<file path="src/rtl/cpu_rf_wport_arb_pkg.sv">
// Shared definitions for the register-file write-port arbiter.
// Register index and data widths, the r0 constant, the multi-cycle result
// entry layout and the scheduler state encoding.
package cpu_rf_wport_arb_pkg;

  localparam int unsigned RegAddrW = 5;
  localparam int unsigned DataW    = 32;
  localparam int unsigned NumRegs  = 32;

  localparam logic [RegAddrW-1:0] RegZero = '0;

  // One queued multi-cycle result.
  typedef struct packed {
    logic [RegAddrW-1:0] addr;
    logic [DataW-1:0]    data;
  } mc_entry_t;

  typedef enum logic [1:0] {
    StIdle   = 2'd0,
    StWait   = 2'd1,
    StStarve = 2'd2
  } sched_state_e;

endpackage

</file>
<file path="src/rtl/cpu_rf_wport_arb_if.sv">
// Pipeline-side signal bundle of the write-port arbiter.
//   master : pipeline / multi-cycle unit side (drives requests, sees grants)
//   slave  : arbiter side
// Groups writeback, multi-cycle result, decode and register-file write signals.
interface cpu_rf_wport_arb_if;
  import cpu_rf_wport_arb_pkg::*;

  logic                cpu_stall;
  logic                wb_rfw;
  logic [RegAddrW-1:0] wb_rf_waddr;
  logic [DataW-1:0]    wb_rf_wdata;
  logic                mc_valid;
  logic [RegAddrW-1:0] mc_waddr;
  logic [DataW-1:0]    mc_wdata;
  logic                mc_ready;
  logic                id_valid;
  logic [RegAddrW-1:0] id_rs;
  logic [RegAddrW-1:0] id_rt;
  logic [RegAddrW-1:0] id_rd;
  logic                id_mc_issue;
  logic                rf_we;
  logic [RegAddrW-1:0] rf_waddr;
  logic [DataW-1:0]    rf_wdata;
  logic                c_stall;

  modport master (
    output cpu_stall, wb_rfw, wb_rf_waddr, wb_rf_wdata,
    output mc_valid, mc_waddr, mc_wdata,
    output id_valid, id_rs, id_rt, id_rd, id_mc_issue,
    input  mc_ready, rf_we, rf_waddr, rf_wdata, c_stall
  );

  modport slave (
    input  cpu_stall, wb_rfw, wb_rf_waddr, wb_rf_wdata,
    input  mc_valid, mc_waddr, mc_wdata,
    input  id_valid, id_rs, id_rt, id_rd, id_mc_issue,
    output mc_ready, rf_we, rf_waddr, rf_wdata, c_stall
  );

endinterface

</file>
<file path="src/rtl/cpu_rf_wport_fifo.sv">
// Parameterised synchronous FIFO holding multi-cycle results.
// Ports:
//   clk, rst      clock, asynchronous active-low reset (empties the FIFO)
//   push, wdata   write request and data (ignored while full)
//   pop, rdata    read request (ignored while empty) and head data
//   full, empty   status flags
//   level         current occupancy
module cpu_rf_wport_fifo #(
  parameter int unsigned DEPTH = 2,
  parameter int unsigned WIDTH = 37
) (
  input  logic                     clk,
  input  logic                     rst,
  input  logic                     push,
  input  logic [WIDTH-1:0]         wdata,
  input  logic                     pop,
  output logic [WIDTH-1:0]         rdata,
  output logic                     full,
  output logic                     empty,
  output logic [$clog2(DEPTH):0]   level
);

  localparam int unsigned PtrW = $clog2(DEPTH);
  localparam int unsigned LvlW = PtrW + 1;

  logic [WIDTH-1:0] mem_q [DEPTH];
  logic [PtrW-1:0]  wr_ptr_q, rd_ptr_q;
  logic [LvlW-1:0]  level_q;
  logic             do_push, do_pop;

  assign full    = (level_q == LvlW'(DEPTH));
  assign empty   = (level_q == '0);
  assign level   = level_q;
  assign do_push = push && !full;
  assign do_pop  = pop && !empty;
  assign rdata   = mem_q[rd_ptr_q];

  // DEPTH is a power of two, so pointers wrap by natural overflow.
  always_ff @(posedge clk or negedge rst) begin
    if (!rst) begin
      wr_ptr_q <= '0;
      rd_ptr_q <= '0;
      level_q  <= '0;
    end else begin
      if (do_push) wr_ptr_q <= wr_ptr_q + PtrW'(1);
      if (do_pop)  rd_ptr_q <= rd_ptr_q + PtrW'(1);
      level_q <= level_q + LvlW'(do_push) - LvlW'(do_pop);
    end
  end

  always_ff @(posedge clk) begin
    if (do_push) mem_q[wr_ptr_q] <= wdata;
  end

endmodule

</file>
<file path="src/rtl/cpu_rf_wport_arb.sv">
// Register-file write-port arbiter.
// Shares the single RF write port between the writeback stage (always first)
// and queued multi-cycle results, which drain into writeback bubbles. A
// scoreboard stalls decode on registers with outstanding multi-cycle results,
// and a starvation scheduler forces decode bubbles when the queue head waits
// too long.
// Ports:
//   clk, rst  clock, asynchronous active-low reset
//   bus       pipeline bundle (slave side): writeback, multi-cycle result,
//             decode operands, RF write port, decode stall
module cpu_rf_wport_arb
  import cpu_rf_wport_arb_pkg::*;
#(
  parameter int unsigned DEPTH      = 2,
  parameter int unsigned STARVE_MAX = 8
) (
  input  logic                    clk,
  input  logic                    rst,
  cpu_rf_wport_arb_if.slave       bus
);

  localparam int unsigned LvlW = $clog2(DEPTH) + 1;
  localparam int unsigned CntW = $clog2(STARVE_MAX);

  mc_entry_t          head;
  logic [$bits(mc_entry_t)-1:0] fifo_rdata;
  logic               full, empty;
  logic [LvlW-1:0]    level, occ_next;
  logic               wb_sel, push, pop, issue;

  logic [NumRegs-1:1] pending_q, pending_d;
  logic [NumRegs-1:0] pend_vec, set_vec, clr_vec, upd_vec;
  logic               hazard;

  sched_state_e       state_q;
  logic [CntW-1:0]    cnt_q;

  cpu_rf_wport_fifo #(
    .DEPTH (DEPTH),
    .WIDTH ($bits(mc_entry_t))
  ) u_fifo (
    .clk   (clk),
    .rst   (rst),
    .push  (push),
    .wdata ({bus.mc_waddr, bus.mc_wdata}),
    .pop   (pop),
    .rdata (fifo_rdata),
    .full  (full),
    .empty (empty),
    .level (level)
  );

  assign head = mc_entry_t'(fifo_rdata);

  // Write port: writeback wins; a queued result only fills a bubble.
  assign wb_sel       = bus.wb_rfw && (bus.wb_rf_waddr != RegZero);
  assign push         = bus.mc_valid && !full;
  // Under cpu_stall the writeback repeats, so the head must stay queued.
  assign pop          = !wb_sel && !empty && !bus.cpu_stall;
  assign bus.mc_ready = !full;
  assign bus.rf_we    = rst && (wb_sel || (!empty && (head.addr != RegZero)));
  assign bus.rf_waddr = wb_sel ? bus.wb_rf_waddr : head.addr;
  assign bus.rf_wdata = wb_sel ? bus.wb_rf_wdata : head.data;

  assign occ_next = level + LvlW'(push) - LvlW'(pop);

  // Scoreboard; bit 0 is tied low so r0 never reports a hazard.
  assign pend_vec = {pending_q, 1'b0};
  assign hazard   = pend_vec[bus.id_rs] || pend_vec[bus.id_rt] || pend_vec[bus.id_rd];
  assign bus.c_stall = (bus.id_valid && hazard) || (state_q == StStarve);

  assign issue = bus.id_mc_issue && bus.id_valid && !bus.c_stall && !bus.cpu_stall &&
                 (bus.id_rd != RegZero);

  always_comb begin
    set_vec = '0;
    clr_vec = '0;
    if (issue) set_vec[bus.id_rd] = 1'b1;
    if (pop)   clr_vec[head.addr] = 1'b1;
    upd_vec   = (pend_vec & ~clr_vec) | set_vec;
    pending_d = upd_vec[NumRegs-1:1];
  end

  always_ff @(posedge clk or negedge rst) begin
    if (!rst) pending_q <= '0;
    else      pending_q <= pending_d;
  end

  // Starvation scheduler; frozen while the pipeline is stalled.
  always_ff @(posedge clk or negedge rst) begin
    if (!rst) begin
      state_q <= StIdle;
      cnt_q   <= '0;
    end else if (!bus.cpu_stall) begin
      unique case (state_q)
        StIdle: begin
          if (occ_next != '0) begin
            state_q <= StWait;
            cnt_q   <= '0;
          end
        end
        StWait: begin
          if (pop) begin
            cnt_q <= '0;
            if (occ_next == '0) state_q <= StIdle;
          end else if (cnt_q == CntW'(STARVE_MAX - 1)) begin
            state_q <= StStarve;
          end else begin
            cnt_q <= cnt_q + CntW'(1);
          end
        end
        StStarve: begin
          if (pop) begin
            cnt_q   <= '0;
            state_q <= (occ_next == '0) ? StIdle : StWait;
          end
        end
        default: begin
          state_q <= StIdle;
          cnt_q   <= '0;
        end
      endcase
    end
  end

endmodule

</file>
<file path="src/flat_wrapper.sv">
// flat-port wrapper written by rule: the top's interface ports become plain ports
module cpu_rf_wport_arb_flat import cpu_rf_wport_arb_pkg::*;
#(
  parameter int unsigned DEPTH      = 2,
  parameter int unsigned STARVE_MAX = 8
)
  (clk, rst, bus_cpu_stall, bus_wb_rfw, bus_wb_rf_waddr, bus_wb_rf_wdata, bus_mc_valid, bus_mc_waddr, bus_mc_wdata, bus_id_valid, bus_id_rs, bus_id_rt, bus_id_rd, bus_id_mc_issue, bus_mc_ready, bus_rf_we, bus_rf_waddr, bus_rf_wdata, bus_c_stall);
  cpu_rf_wport_arb_if bus_i ();
  input  logic clk;
  input  logic rst;
  input wire logic [$bits(bus_i.cpu_stall)-1:0] bus_cpu_stall;
  input wire logic [$bits(bus_i.wb_rfw)-1:0] bus_wb_rfw;
  input wire logic [$bits(bus_i.wb_rf_waddr)-1:0] bus_wb_rf_waddr;
  input wire logic [$bits(bus_i.wb_rf_wdata)-1:0] bus_wb_rf_wdata;
  input wire logic [$bits(bus_i.mc_valid)-1:0] bus_mc_valid;
  input wire logic [$bits(bus_i.mc_waddr)-1:0] bus_mc_waddr;
  input wire logic [$bits(bus_i.mc_wdata)-1:0] bus_mc_wdata;
  input wire logic [$bits(bus_i.id_valid)-1:0] bus_id_valid;
  input wire logic [$bits(bus_i.id_rs)-1:0] bus_id_rs;
  input wire logic [$bits(bus_i.id_rt)-1:0] bus_id_rt;
  input wire logic [$bits(bus_i.id_rd)-1:0] bus_id_rd;
  input wire logic [$bits(bus_i.id_mc_issue)-1:0] bus_id_mc_issue;
  output wire logic [$bits(bus_i.mc_ready)-1:0] bus_mc_ready;
  output wire logic [$bits(bus_i.rf_we)-1:0] bus_rf_we;
  output wire logic [$bits(bus_i.rf_waddr)-1:0] bus_rf_waddr;
  output wire logic [$bits(bus_i.rf_wdata)-1:0] bus_rf_wdata;
  output wire logic [$bits(bus_i.c_stall)-1:0] bus_c_stall;
  assign bus_i.cpu_stall = bus_cpu_stall;
  assign bus_i.wb_rfw = bus_wb_rfw;
  assign bus_i.wb_rf_waddr = bus_wb_rf_waddr;
  assign bus_i.wb_rf_wdata = bus_wb_rf_wdata;
  assign bus_i.mc_valid = bus_mc_valid;
  assign bus_i.mc_waddr = bus_mc_waddr;
  assign bus_i.mc_wdata = bus_mc_wdata;
  assign bus_i.id_valid = bus_id_valid;
  assign bus_i.id_rs = bus_id_rs;
  assign bus_i.id_rt = bus_id_rt;
  assign bus_i.id_rd = bus_id_rd;
  assign bus_i.id_mc_issue = bus_id_mc_issue;
  assign bus_mc_ready = bus_i.mc_ready;
  assign bus_rf_we = bus_i.rf_we;
  assign bus_rf_waddr = bus_i.rf_waddr;
  assign bus_rf_wdata = bus_i.rf_wdata;
  assign bus_c_stall = bus_i.c_stall;
  cpu_rf_wport_arb #(.DEPTH(DEPTH), .STARVE_MAX(STARVE_MAX)) u_core (.clk(clk), .rst(rst), .bus(bus_i));
endmodule
</file>
<file path="config.mk">
export PLATFORM = sky130hd
export DESIGN_NAME = cpu_rf_wport_arb_flat
export DESIGN_NICKNAME = d
export VERILOG_FILES = /design/src/rtl/cpu_rf_wport_arb_pkg.sv /design/src/rtl/cpu_rf_wport_arb_if.sv /design/src/rtl/cpu_rf_wport_fifo.sv /design/src/rtl/cpu_rf_wport_arb.sv /design/src/flat_wrapper.sv
export SDC_FILE = /design/constraint.sdc
export NUM_CORES = 1
export LEC_CHECK = 0
export ABC_AREA = 0
export CAP_MARGIN = 20
export CORE_MARGIN = 3
export CORE_UTILIZATION = 30
export CTS_CLUSTER_SIZE = 30
export DETAILED_ROUTE_END_ITERATION = 16
export GPL_TIMING_DRIVEN = 0
export HOLD_SLACK_MARGIN = 0.06
export SYNTH_ARGS = -nofsm -noshare
export SYNTH_HDL_FRONTEND = slang
export SYNTH_SLANG_ARGS = --single-unit
</file>
<file path="constraint.sdc">
create_clock -name clk -period 4.3 [get_ports clk]
set_input_delay 0.43 -clock clk [delete_from_list [all_inputs] [get_ports clk]]
set_output_delay 0.43 -clock clk [all_outputs]
set_load 0.02 [all_outputs]
</file>
==> impl_metrics.toml <==
[synth]
ys.warnings.count = 0
synth_enable_flop_cells = 74
syn-num-nets = 608
synth_sequential_area_ratio_pct = 55.23
synth.lib_cells_used.distinct = 52
proportion_of_synthesized_flip_flops_having_asynchronous_set_or_reset_pct = 35.09
post_synth_instance_area_um2 = 5836
synth.avg_cell_area_um2 = 11.51
number_of_storage_elements_in_the_synthesis_netlist = 114
postSynthCellCount = 507
synth_flop_cell = "sky130_fd_sc_hd__edfxtp_1"

[sta]
setup_viol_count_final = 0
skew_ps = 18.94
max-slew-margin-rel_pct = 38.28
final.period_utilization_pct = 92.99
setup_tns_ps = 0
finalWorstPathRequiredPeriod_ps = 3999
timing_hold_violations_final = 0
worst_margin_slew_ps = 925.8
clock.fmax_mhz = 250.1
grt_setup_unrepaired = "false"
finalMaxSlewViolations = 0

[placement]
cells_after_dpl = 900
routabilityCongestion = 0.8669
detailed_place_hpwl_mm = 12.96
numPortBuffers = 131

[setup_path]
critical_path.startpoint_type = "input pin"
critical-path-max-stage-delay_ps = 630
worstPathCellList = "clkdlybuf4s50_1, or4_1, o21ai_1, clkbuf_1, clkbuf_1, nor2_1, a21oi_1, clkdlybuf4s50_1"
crit-reg2reg-capture = "u_core.cnt_q[0]"
r2r_setup_slack_ps = 1550
cp_data_required_time_ps = 3870
crit_type = "input pin to primary output"
crit_slowest_cell = "sky130_fd_sc_hd__clkdlybuf4s50_1"
critPathLaunch = "bus_wb_rf_waddr[0]"
crit-reg2reg-launch = "u_core.u_fifo.level[1]"
path_max_fanout = 10
ff2ff_path_depth = 13
crit_path_end_kind = "primary output"
worstPathArrival_ps = 3570

[die]
core_area_um2 = 18890
floorplan.rows = 50
die-area_um2 = 21160
die-height_um = 145.5
start_util_pct = 30.89
design.portCount = 136
chipWidth_um = 145.5

[route]
detail_route.iter0.violations = 314
vias_per_cell = 5.151
met3RoutedLength_mm = 1.361
drt_pass1_iterations = 7
wl_mm = 16.93
wl_met1_mm = 7.385
routed-wl-met2_mm = 7.914
final_antenna_net_count = 0
num_vias = 4801
route.detailed.drc = 0
topRoutingLayerUsed = "met4"
avgRoutedWirePerCell_um = 18.16

[clock_network]
cts_tree = "yes"
cts.sink_count = 114
clkLatencyLatePin_ps = 420
cts_hold_repair.buffers = 0
htreeDepth = 4
clkTransAtPathRegs_ps = 50
postCtsSetupBuffers = 0
clock_buffers_created_by_tritoncts = 17
max-clock-path-buffers = 2
post_cts_resized = 0
clock_tree.root_cell = "sky130_fd_sc_hd__clkbuf_16"

[min_path]
worstHoldPathType = "input pin to async pin"

[power_and_ir_drop]
power.density_nw_per_um2 = 542.8
ir_drop_mv = 0.2324
static-leakage-power_uw = 0.003075
final_power_uw = 4409

[run]
maxCapViolCount = 0

[final_layout]
synthToLayoutAreaGrowth_pct = 39.19
post_layout_nonfiller_instances = 932
antenna_cells_inserted = 0
drive_above_1_share_pct = 8.631
fin_nets = 760

[grt]
grt_pass1_vias = 5023
antenna_found_initial = 0
grt_pass1_wl_mm = 27.32
grt_util_all_layers_pct = 16.30
grt_start_max_net_pins = 42
globalRoute.totalOverflow = 0

[run_status]
status = "complete, no violations"
-- synth_stat cells, types with 6 or more instances --
cell type | count | area [µm²]
sky130_fd_sc_hd__a21oi_1 | 48 | 240.2
sky130_fd_sc_hd__buf_2 | 6 | 30.03
sky130_fd_sc_hd__clkbuf_1 | 15 | 56.30
sky130_fd_sc_hd__dfrtp_1 | 40 | 1001
sky130_fd_sc_hd__edfxtp_1 | 74 | 2222
sky130_fd_sc_hd__inv_1 | 7 | 26.28
sky130_fd_sc_hd__mux2i_1 | 61 | 610.6
sky130_fd_sc_hd__nand2_1 | 19 | 71.32
sky130_fd_sc_hd__nand2b_1 | 6 | 37.54
sky130_fd_sc_hd__nand3_1 | 10 | 50.05
sky130_fd_sc_hd__nand3b_1 | 10 | 75.07
sky130_fd_sc_hd__nor2_1 | 52 | 195.2
sky130_fd_sc_hd__nor2b_1 | 7 | 43.79
sky130_fd_sc_hd__o21ai_0 | 68 | 340.3
-- worst max-delay path, delay by kind of cell --
| kind | cells | cell delay, ps |
|---|---|---|
| buf+inv | 4 | 1950 |
| compound gates | 2 | 610 |
| simple gates | 2 | 590 |
-- cells by family after synthesis --
| logic type | Yosys count | synth area share (%) |
|---|---|---|
| AOI/OAI and AO/OA | 151 | 14.75 |
| xor gates and xnor gates | 6 | 0.9005 |
| adders and majority gates | 5 | 1.072 |
| buffers and inverters | 34 | 2.444 |
| DFF | 114 | 55.23 |
| muxes | 72 | 14.58 |
| and+or+nand+nor | 125 | 11.02 |
-- layout make-up --
cell class | instances | area, µm²
Multi-Input combinational cell | 359 | 2479
Clock buffer | 17 | 425.4
Sequential cell | 114 | 3223
Timing Repair Buffer | 133 | 1346
Tap cell | 260 | 325.3
Fill cell | 1770 | 10770
Inverter | 8 | 30.03
Clock inverter | 15 | 181.4
Buffer | 26 | 112.6
-- where the power goes --
group	switching (µW)	internal [µW]	leakage [µW]
clock network	518	916	0.000294
registers	145	1440	0.00122
logic	772	616	0.00156
total	1430	2970	0.00307
-- sequential cells by signal, indices dropped and copies added (netlist names) --
name / count
u_core.cnt_q: 3
u_core.state_q: 2
u_core.u_fifo.level: 2
u_core.u_fifo.mem_q: 74
u_core.pending_q: 31
u_core.u_fifo.rd_ptr_q: 1
u_core.u_fifo.wr_ptr_q: 1
-- worst max path at each step --
stage	endpoint	slack, ps	cells after the start
3_5_place_dp	bus_rf_wdata[10]	290	8
2_1_floorplan	u_core.cnt_q[0]	1350	13
3_3_place_gp	u_core.u_fifo.mem_q[0][10]	150	3
5_1_grt	bus_rf_waddr[1]	70	8
6_report	bus_rf_waddr[1]	300	8
4_1_cts	bus_rf_wdata[10]	270	8
-- routing by layer --
metal / vias to the layer above / global-route usage (%)
met2: 208 / 26.22
li1: 2255 / -
met3: 18 / 4.734
met5: - / 0
met4: 0 / 5.603
met1: 2320 / 21.16
-- layout by cell type (no fill, tap or decap), drive strengths merged, types with 3 or more instances in the layout --
master         instances
nand3                 10
nand2                 19
edfxtp                74
bufinv                 3
mux2i                 61
nand4b                 4
o21ai                 70
nand3b                10
ha                     5
clkinv                 6
clkdlybuf4s50        130
xnor2                  5
nand2b                 6
buf                   14
a21oi                 48
nor2b                  7
inv                   12
a32o                   4
nor2                  52
o32ai                  4
clkbuf                32
dfrtp                 40
mux4                   9
o22ai                  5
-- stage by stage --
step           cell area (µm²)  util (%)  setup slack (ps)  hold slack, ps
3_5_place_dp              7516     39.78             285.3           515.5
5_1_grt                   8123     42.99             69.75           220.5
2_1_floorplan             5836         -              1351           134.4
6_report                  8123     42.99             301.4           166.6
3_3_place_gp              7472     39.55             148.0           478.1
4_1_cts                   8123     42.99             270.2           165.8
Note: power is estimated with default switching activity, not from simulation.
